--- config.mk ---
export PLATFORM = sky130hd
export DESIGN_NAME = program_counter
export DESIGN_NICKNAME = d
export VERILOG_FILES = /design/src/rtl/program_counter.sv
export SDC_FILE = /design/constraint.sdc
export NUM_CORES = 1
export LEC_CHECK = 0
export CELL_PAD_IN_SITES_DETAIL_PLACEMENT = 1
export CELL_PAD_IN_SITES_GLOBAL_PLACEMENT = 2
export CORE_MARGIN = 5
export CORE_UTILIZATION = 38
export DETAILED_ROUTE_END_ITERATION = 12
export HOLD_SLACK_MARGIN = 0.02
export PLACE_DENSITY_LB_ADDON = 0.1
export SYNTH_ARGS = -nofsm -noshare
export SYNTH_HDL_FRONTEND = slang
export SYNTH_SLANG_ARGS = --single-unit
export TNS_END_PERCENT = 100
--- constraint.sdc ---
create_clock -name clk -period 5.6 [get_ports clk]
set_input_delay 1.12 -clock clk [delete_from_list [all_inputs] [get_ports clk]]
set_output_delay 1.12 -clock clk [all_outputs]
set_load 0.005 [all_outputs]
--- src/rtl/program_counter.sv ---
// program_counter: instruction fetch address sequencer for the WRA core.
// Drives the fetch address every cycle; decoder strobes for the current
// instruction select the next address (start/halt, absolute jump and a
// nested zero-overhead hardware-loop stack).
module program_counter #(
   parameter int unsigned ADDR_W     = 10,
   parameter int unsigned LOOP_DEPTH = 4,
   parameter int unsigned LOOP_CNT_W = 16
) (
   input  logic                  clk,
   input  logic                  rst_n,
   input  logic                  start,
   input  logic [ADDR_W-1:0]     start_addr,
   input  logic                  stall,
   input  logic                  jump_en,
   input  logic [ADDR_W-1:0]     jump_addr,
   input  logic                  loop_push,
   input  logic [LOOP_CNT_W-1:0] loop_cnt,
   input  logic [ADDR_W-1:0]     loop_end,
   input  logic                  halt,
   output logic [ADDR_W-1:0]     InstrMemAddr,
   output logic                  running,
   output logic                  done,
   output logic                  loop_err
);

   localparam int unsigned SP_W  = $clog2(LOOP_DEPTH + 1);
   localparam int unsigned IDX_W = (LOOP_DEPTH > 1) ? $clog2(LOOP_DEPTH) : 1;

   typedef enum logic {
      IDLE = 1'b0,
      RUN  = 1'b1
   } state_t;

   state_t                state;
   logic [ADDR_W-1:0]     pc;
   logic [SP_W-1:0]       sp;
   logic [ADDR_W-1:0]     stk_start  [LOOP_DEPTH];
   logic [ADDR_W-1:0]     stk_end    [LOOP_DEPTH];
   logic [LOOP_CNT_W-1:0] stk_remain [LOOP_DEPTH];

   logic [IDX_W-1:0]      top_idx;
   logic [IDX_W-1:0]      push_idx;
   logic                  stack_empty;
   logic                  stack_full;
   logic                  top_hit;
   logic                  push_ok;
   logic [ADDR_W-1:0]     pc_inc;
   logic [ADDR_W-1:0]     skip_addr;

   // The fetch address is the PC register itself: no input-to-output path.
   assign InstrMemAddr = pc;

   // Stack top lookup and next-address candidates for the current PC.
   always_comb begin
      stack_empty = (sp == '0);
      stack_full  = (sp == SP_W'(LOOP_DEPTH));
      top_idx     = '0;
      if (!stack_empty) begin
         top_idx = IDX_W'(sp - 1'b1);
      end
      push_idx  = IDX_W'(sp);
      pc_inc    = pc + 1'b1;
      skip_addr = loop_end + 1'b1;
      top_hit   = !stack_empty && (pc == stk_end[top_idx]);
      push_ok   = !stack_full && (loop_end > pc);
   end

   // Control FSM, PC, loop stack and registered status outputs.
   always_ff @(posedge clk or negedge rst_n) begin
      if (!rst_n) begin
         state    <= IDLE;
         pc       <= '0;
         sp       <= '0;
         running  <= 1'b0;
         done     <= 1'b0;
         loop_err <= 1'b0;
         for (int unsigned i = 0; i < LOOP_DEPTH; i++) begin
            stk_start[i]  <= '0;
            stk_end[i]    <= '0;
            stk_remain[i] <= '0;
         end
      end else begin
         done <= 1'b0;
         case (state)
            IDLE: begin
               if (start) begin
                  pc       <= start_addr;
                  sp       <= '0;
                  loop_err <= 1'b0;
                  running  <= 1'b1;
                  state    <= RUN;
               end
            end
            RUN: begin
               if (stall) begin
                  // hold everything; a pending halt/jump is seen again next cycle
               end else if (halt) begin
                  sp      <= '0;
                  running <= 1'b0;
                  done    <= 1'b1;
                  state   <= IDLE;
               end else if (jump_en) begin
                  pc <= jump_addr;
               end else if (loop_push) begin
                  if (loop_cnt == '0) begin
                     pc <= skip_addr;
                  end else if (push_ok) begin
                     stk_start[push_idx]  <= pc_inc;
                     stk_end[push_idx]    <= loop_end;
                     stk_remain[push_idx] <= loop_cnt;
                     sp                   <= sp + 1'b1;
                     pc                   <= pc_inc;
                  end else begin
                     loop_err <= 1'b1;
                     pc       <= pc_inc;
                  end
               end else if (top_hit) begin
                  if (stk_remain[top_idx] > LOOP_CNT_W'(1)) begin
                     stk_remain[top_idx] <= stk_remain[top_idx] - 1'b1;
                     pc                  <= stk_start[top_idx];
                  end else begin
                     sp <= sp - 1'b1;
                     pc <= pc_inc;
                  end
               end else begin
                  pc <= pc_inc;
               end
            end
            default: begin
               state <= IDLE;
            end
         endcase
      end
   end

endmodule

==> summary.md <==
| Metric | Value |
|---|---|
| Status | finished clean |
| Post-Syn Instances | 1095 |
| Largest net degree at the start of global routing | 87 |
| Crit path max fanout | 29 |
| DIE WIDTH | 173.7 µm |
| Io pins | 66 |
| Initial antenna violation count | 0 |
| Final setup violation count | 0 |
| DRC errors left | 0 |
| Fmax | 203.9 MHz |
| Sw frac | 44.05% |
| Cell Rows | 60 |
| RSZ-0062 raised after global routing | no |
| Number of vias per cell | 5.791 |
| DR vias | 8623 |
| Combinational share of power | 44.9% |
| H-tree levels | 4 |
| Layout area overhead | 14.81% |
| Fin area | 11690 µm² |
| Hold Crit Class | reg -> reg |
| Min cycle time layout | 4.905 ns |
| Worst path required time | 5.92 ns |
| Core area | 26650 µm² |
| Top post-synthesis cells by area | dfrtp_1 (40%), nand2_1 (7.4%), mux2_2 (6.5%), o21ai_0 (5.3%), mux2_4 (4.6%) |
| Post-Place Worst Slack | 0.7284 ns |
| Worst path slowest cell | ha_1 |
| Final Skew | 0.02471 ns |
| Post-CTS setup buffers | 0 |
| GPL Wtd Cong | 0.8241 |
| PD cells | 439.7 nW/µm² |
| Primary FF master, synth | dfrtp_1 |
| GR Util met1 | 31.78% |
| Synth top area share | 39.57% |
| Met3 global-route usage | 4.515% |
| Total of max-cap violations | 0 |
| Synthesized flop and latch total | 161 |
| Syn_area_per_cell | 9.298 µm² |
| Core Util, Final | 43.86% |
| Setup Total Neg Slack | 0 ns |
| Pint | 2.876 mW |
| Busiest grt layer | met2 |
| DP Wirelength | 25890 µm |
| Grt ovf | 0 |
| Sink Count | 161 |
| Initial Util | 38.20% |
| Static leakage | 5.138 nW |
| Crit share post-route | 87.59% |
| Latest clock arrival within the worst-skew pair | 0.45 ns |
| Drt total wl | 36960 µm |
| Crit Path Class | reg -> reg |
| CTS Hold Bufs | 0 |
| Tot GR Track Use | 24.62% |
| Data arrival time of the worst path | 5.22 ns |
| DRT antenna net count | 0 |
| Worst VDD drop | 0.2221 mV |
| Ant diodes | 0 |
| Commonest cells after routing, fill and taps aside | nand2_1 (200), dfrtp_1 (160), o21ai_0 (107) |
| Fin. Hold Viols | 0 |
| Fraction of power consumed by the clock network | 24.2% |
| Cell area after placement | 11080 µm² |
| CTS tree | built |
| Sequential share of power | 30.9% |
| Post-layout worst setup margin | 0.6952 ns |
| Netlist Area Pre-Place | 10180 µm² |
| CTS clk-pin slew, worst paths | 0.08 ns |
| Psw | 2.264 mW |
| Resized cells post-CTS | 0 |
| Actual slew at the worst max-slew pin | 0.9461 ns |
| Most common cell after layout, fill and taps aside | nand2_1 |
| Number of synthesized flops with an enable pin | 0 |
| Root Driver | clkbuf_16 |
| Initial DRC count | 478 |
| CTS Buf Count | 17 |
| CP Capture Type | flip-flop |
| Drt wl/cell | 24.82 µm |
| Layout cells sized above 1 | 15.16% |
| Sequential area share after synthesis | 39.57% |
| Startpoint types | flip-flop |
| First-pass iteration count of the detailed router | 5 |
| Overall die area | 30170 µm² |
| Port bufs | 65 |
| CTS max path bufs | 2 |
| Slowest stage delay, CP | 0.70 ns |
| Cell Chain, Critical Path | ha_1, mux2_2, or3_1, o2111ai_1, ha_1, nor2_1, a2111oi_0, and4_1, nand3b_4, o31a_1, buf_4, mux2_2 |
| NumNets Final | 1209 |
| Syn_nets | 1169 |
| First-pass GRT wire length | 57550 µm |
| Final Max Slew Viols | 0 |
| Vias in the first global route | 9182 |
| Yosys top cell by area | dfrtp_1 |
| YS warnings | 0 |
| Count of cell types in the netlist | 81 |
| Asr flop ratio synth | 100.0% |
| Die H | 173.7 µm |
| Max_slew headroom | 36.93% |
| Met2 usage | 42.54% |
==> kinds of logic after synthesis <==
| kind of cell | share of synthesized area (%) |
|---|---|
| AO/OA/AOI/OAI | 15.55 |
| XOR/XNOR | 3.441 |
| adder cells (fa/ha/maj) | 2.581 |
| buffers and inverters | 5.088 |
| flip-flops | 39.57 |
| multiplexers | 15.13 |
| AND/OR/NAND/NOR | 18.64 |
==> final timing paths <==
kind	from	end	slack (ns)	cells past startpoint
hold reg to reg	stk_end[17]	stk_end[17]	0.48	2
min in group asynchronous	rst_n	stk_start[10]	0.74	1
max in group asynchronous	rst_n	stk_remain[15]	3.78	2
setup reg to reg	sp[0]	stk_remain[48]	0.70	12
setup / recovery	sp[0]	stk_remain[48]	0.70	12
hold / removal	stk_end[17]	stk_end[17]	0.48	2
==> power groups by stage <==
stage / Clock, mW / Combinational (mW) / Sequential (mW)
6_report: 1.24 / 2.31 / 1.59
5_1_grt: 1.31 / 2.51 / 1.62
4_1_cts: 1.27 / 2.32 / 1.59
3_5_place_dp: 0 / 2.31 / 1.61
3_3_place_gp: 0 / 2.28 / 1.60
2_1_floorplan: 0 / 1.59 / 1.51
==> per-stage QoR <==
step	hold WS (ns)	total power, mW	std cells
floorplan	0.4407	3.095	1095
global placement	0.4577	3.889	1457
detailed placement	0.4607	3.917	1457
CTS	0.4793	5.174	1489
global route	0.4895	5.436	1489
finish	0.4783	5.139	1489
==> sequential cells by signal, indices dropped and copies added (netlist names) <==
signal	count
sp	3
state	1
stk_start	40
loop_err	1
done	1
running	1
stk_remain	64
stk_end	40
InstrMemAddr	10
==> synthesized netlist by cell type, types with 21 or more instances <==
master / instances
mux2i_1: 41
o21ai_0: 107
ha_1: 21
mux2_2: 59
xnor2_1: 25
nand2_1: 200
inv_1: 24
nor2_1: 40
clkbuf_1: 47
mux2_4: 31
a21oi_1: 30
nand3_1: 59
dfrtp_1: 161
==> layout make-up <==
cell class | instances | area [µm²]
clock inverters | 15 | 186.4
multi-input cells | 834 | 5640
fillers | 3057 | 14960
well taps | 341 | 426.7
clock buffers | 17 | 425.4
flip-flops and latches | 161 | 4033
repair buffers | 97 | 887.1
inverters | 24 | 90.09
==> metal layers <==
layer	up-vias	routed length [µm]
met1	4378	16070
met2	200	18460
met4	0	830
met3	57	1601
met5	-	0
li1	3988	-
==> critical path, delay by kind of cell (launching register included) <==
family / cells / cell delay, ns
simple gates: 4 / 1.16
fa+ha+maj: 2 / 1.16
mux: 2 / 0.78
flops: 1 / 0.67
compound gates: 3 / 0.66
buf+inv: 1 / 0.31
No activity file was read; power rests on OpenSTA's default activity.
==> edit 1 (config.mk and constraints unchanged) <==
Change the parameter `ADDR_W` from 10 to 9.
--- a/src/rtl/program_counter.sv
+++ b/src/rtl/program_counter.sv
@@ -3,7 +3,7 @@
 // instruction select the next address (start/halt, absolute jump and a
 // nested zero-overhead hardware-loop stack).
 module program_counter #(
-   parameter int unsigned ADDR_W     = 10,
+   parameter int unsigned ADDR_W     = 9,
    parameter int unsigned LOOP_DEPTH = 4,
    parameter int unsigned LOOP_CNT_W = 16
 ) (
Interface: changed (resized InstrMemAddr, jump_addr, loop_end and start_addr); port bits go from 66 to 62. No check against the original RTL was run, so the function may have changed too.
==> edit 1 against the original RTL <==
Synthesized area down 9.0%. Total power is 14% lower. Global-route usage is 2.0 points lower. Combinational power down 21%. Cell area shrank 8.6%. Wire length shrank 15%. Sequential cell count fell by 9. Worst setup slack improved by 0.37 ns. Clock power fell by 6%. Critical endpoint is now stk_remain[16]. Largest cell class unchanged. Non-clock buffer count shrank 14. Die area fell by 8.5%.
==> edit 1: results (changes against the original RTL) <==
[run_status]
status = completed

[pwr]
ir_drop_mv = 0.216  ; -3.0%
p_leak_nw = 4.64  ; -9.7%

[critical_path]
crit_fanout = 22  ; -24%
critPathArrivalTime_ns = 4.84  ; -0.38 ns
regToRegEndpoint = stk_remain[16]
reg2reg_depth = 15  ; +3

[layout]
bufAreaShareNonClock = 0.0723  ; -0.00362
largestRegisters = stk_remain: 64 flops, stk_end: 36 flops, stk_start: 36 flops
multi_input_area_sq_um = 5020  ; -11%
nClkBuffers = 21  ; +4
inverters = 26  ; +8.3%
drive_above_1_share = 0.192  ; +0.0404
nFillCells = 2687  ; -12%
multi_input_cells = 676  ; -19%
final_nets = 1024  ; -15%
n_all_buffers = 83  ; -14%
regArea_sq_um = 3800  ; -5.6%
clkCellAreaFrac = 0.0545  ; +0.00212
stdcell_area_sq_um = 10700  ; -8.6%

[drt]
viasPerCell = 5.86  ; +1.2%
vias = 7581  ; -12%
met2_length_um = 16500  ; -11%
wl_met3_um = 991  ; -38%
met1_length_um = 13000  ; -19%
wire_per_inst_um = 24.2  ; -2.5%

[worst_hold_path]
hold_end = stk_start[34]
min-delay-start = stk_start[34]

[grt]
grtUsageMet2 = 0.417  ; -0.00814
grt_pass1_vias = 8442  ; -8.1%
grt_usage = 0.227  ; -0.0195
grt_pass1_wl_um = 49300  ; -14%

[place]
post-dp-hpwl_um = 21300  ; -18%
place.gp.congestion = 0.851  ; +3.3%
port_buffers = 61  ; -6.2%
place_ws_ns = 1.10  ; +0.373 ns

[clock_network]
clock_latency_ns = 0.43  ; -0.02 ns

[synth]
synthCells = 915  ; -16%
yosysSeqAreaShare = 0.411  ; +0.0150
synth.top_cells.by_count = 152 x dfrtp_1, 102 x o21ai_0, 79 x nand2_1
syn_nets = 983  ; -16%
synth_seq_cells = 152  ; -5.6%
syn_area_per_cell_sq_um = 10.1  ; +8.9%

[sta]
tightest_slew_ns = 1.21  ; +0.263 ns
hold-worst-slack_ns = 0.485  ; +0.00649 ns

[edit 1: cell types whose count changed after synthesis, sizes merged, moves of 9 or more]
cell	unedited run	this run
a32o	5	16
and2	16	5
mux2i	41	19
a22oi	10	21
dfrtp	161	152
mux2	90	121
nand2	200	80
[edit 1: how the worst max path moves through the flow]
| stage | end | slack (ns) | depth (start not counted) |
|---|---|---|---|
| floorplan | stk_remain[54] | 2.09 | 12 |
| global placement | stk_remain[18] | 1.16 | 15 |
| detailed placement | stk_remain[20] | 1.10 | 13 |
| CTS | stk_remain[16] | 1.05 | 15 |
| global route | stk_remain[16] | 0.75 | 13 |
| finish | stk_remain[16] | 1.07 | 15 |
[edit 1: report_power, final]
part           internal, W  total (W)  switching (W)
combinational     0.000701    0.00183        0.00113
clock             0.000654    0.00117       0.000514
sequential         0.00129    0.00144       0.000155
[edit 1: cells by family (layout without fill, tap and decap cells)]
family / Yosys count / count (layout) / share of synthesized area
simple gates: 244 / 244 / 0.131
compound gates: 236 / 236 / 0.170
flops: 152 / 152 / 0.411
mux: 140 / 140 / 0.181
buf+inv: 87 / 141 / 0.0478
xor+xnor: 38 / 38 / 0.0359
fa+ha+maj: 18 / 18 / 0.0243
[edit 1: worst max-delay path, cell delays in order, from the launching register on]
cell	delay [ns]
dfrtp_2	0.42
inv_2	0.18
ha_1	0.43
buf_4	0.40
or3b_1	0.23
nand2_1	0.23
a221o_1	0.47
inv_1	0.09
ha_1	0.16
nor2_1	0.05
nor3_1	0.30
nand4_2	0.26
nand2_4	0.27
o31a_1	0.16
buf_4	0.35
mux2_2	0.39
==> edit 2 (config.mk and constraints unchanged) <==
Made on the original files. Register the output `loop_err` once more; this adds one clock of latency there. The other outputs are not delayed to match.
--- a/src/rtl/program_counter.sv
+++ b/src/rtl/program_counter.sv
@@ -31,6 +31,8 @@
       IDLE = 1'b0,
       RUN  = 1'b1
    } state_t;
+
+   logic loop_err_s0;
 
    state_t                state;
    logic [ADDR_W-1:0]     pc;
@@ -74,7 +76,7 @@
          sp       <= '0;
          running  <= 1'b0;
          done     <= 1'b0;
-         loop_err <= 1'b0;
+         loop_err_s0 <= 1'b0;
          for (int unsigned i = 0; i < LOOP_DEPTH; i++) begin
             stk_start[i]  <= '0;
             stk_end[i]    <= '0;
@@ -87,7 +89,7 @@
                if (start) begin
                   pc       <= start_addr;
                   sp       <= '0;
-                  loop_err <= 1'b0;
+                  loop_err_s0 <= 1'b0;
                   running  <= 1'b1;
                   state    <= RUN;
                end
@@ -112,7 +114,7 @@
                      sp                   <= sp + 1'b1;
                      pc                   <= pc_inc;
                   end else begin
-                     loop_err <= 1'b1;
+                     loop_err_s0 <= 1'b1;
                      pc       <= pc_inc;
                   end
                end else if (top_hit) begin
@@ -134,5 +136,9 @@
       end
    end
 
+   always_ff @(posedge clk) begin
+      loop_err <= loop_err_s0;
+   end
+
 endmodule
 
Check against the original RTL: not equivalent (a bounded check fails within 4 cycles, from zero or initial values and one cycle with rst_n low).
==> edit 2 against the original RTL <==
Worst setup slack gained 0.22 ns. Highest routed layer unchanged. Synthesized area grew 0.20%. Cell area grew 0.31%. Sequential cell count grew 1. Wire length grew 3.0%. Total power grew 2.0%. Hold slack lost 0.047 ns.
==> edit 2: results (changes against the original RTL) <==
[pwr]
p_clk_w = 0.00132  ; +6%
p_leak_nw = 5.14  ; +0.10%
ir_drop_mv = 0.219  ; -1.5%
p_sw_frac = 0.446  ; +0.00509
p_clk_frac = 0.252  ; +0.010

[critical_path]
endpoint = stk_remain[49]
ff2ff_setup_slack_ns = 0.91  ; +0.22 ns
critPathArrivalTime_ns = 5.02  ; -0.20 ns
crit_fanout = 20  ; -31%
cpPeakStageDelay_ns = 0.61  ; -0.09 ns

[drt]
viasPerCell = 5.84  ; +0.86%
wl_met3_um = 1340  ; -16%
drt_iter0_drc = 559  ; +17%
met1_length_um = 16500  ; +2.9%
vias = 8668  ; +0.52%
met2_length_um = 19100  ; +3.4%
wire_per_inst_um = 25.7  ; +3.4%

[run_status]
status = completed

[synth]
synthAdderAreaFrac = 0.0258  ; -0.0000506
synthXorXnorAreaFrac = 0.0343  ; -0.0000675
yosysSeqAreaShare = 0.397  ; +0.00119
muxShareOfSynthArea = 0.151  ; -0.000297
synthDistinctLibCells = 82  ; +1.2%
syn_area_per_cell_sq_um = 9.31  ; +0.11%
synthArstFlopShare = 0.994  ; -0.00617
synth_compound_area_frac = 0.155  ; -0.000305
synth.area.top_cells = dfrtp_1 39%, nand2_1 7.4%, mux2_2 6.5%

[grt]
use_met1 = 0.326  ; +0.00806
grt_max_degree = 111  ; +28%
grt_pass1_vias = 9142  ; -0.44%
grt_pass1_wl_um = 58400  ; +1.4%
grtUsageMet2 = 0.436  ; +0.0102
grt_usage = 0.252  ; +0.00571
grtUsageMet3 = 0.0325  ; -0.0126

[place]
place_ws_ns = 0.917  ; +0.189 ns
dpl_cell_area_sq_um = 11100  ; -0.11%
dp.cells = 1452  ; -0.34%
place.gp.congestion = 0.850  ; +3.2%
port_buffers = 65  ; unchanged
post-dp-hpwl_um = 25900  ; +0.16%

[worst_hold_path]
hold_depth = 0  ; -2
min-delay-start = loop_err_s0
hold_end = loop_err

[sta]
max_slew_margin = 0.324  ; -0.0455
fin_skew_ns = 0.0357  ; +0.0110 ns
fin_crit_ns = 4.69  ; -0.215 ns

[clock_network]
clock_latency_ns = 0.47  ; +0.02 ns
postCtsSetupBuffers = 0  ; unchanged
htreeDepth = 4  ; unchanged

[layout]
final_nets = 1204  ; -0.41%
largestRegisters = stk_remain: 64 flops, stk_end: 40 flops, stk_start: 40 flops
nFillCells = 3069  ; +0.39%
drive_above_1_share = 0.147  ; -0.00459

## edit 2: stage by stage
step | util | hold WS (ns)
global route | 0.439 | 0.429
finish | 0.439 | 0.432
global placement | 0.414 | 0.407
CTS | 0.439 | 0.418
floorplan | - | 0.347
detailed placement | 0.414 | 0.394
## edit 2: cell families (layout without fill, tap and decap cells)
| family | count (synthesis) | count (layout) |
|---|---|---|
| muxes | 131 | 131 |
| AOI/OAI and AO/OA | 246 | 246 |
| DFF | 162 | 162 |
| and+or+nand+nor | 396 | 396 |
| buffers and inverters | 100 | 147 |
| adders and majority gates | 21 | 21 |
| xor gates and xnor gates | 40 | 40 |
## edit 2: cell type report
cell class                 instances  area [sq um]  area share
tap                              341           427      0.0364
timing repair buffer              91           855      0.0729
clock buffer                      17           425      0.0363
clock inverter                    15           235      0.0201
inverter                          24          90.1     0.00768
sequential                       162          4050       0.346
multi-input combinational        834          5640       0.481
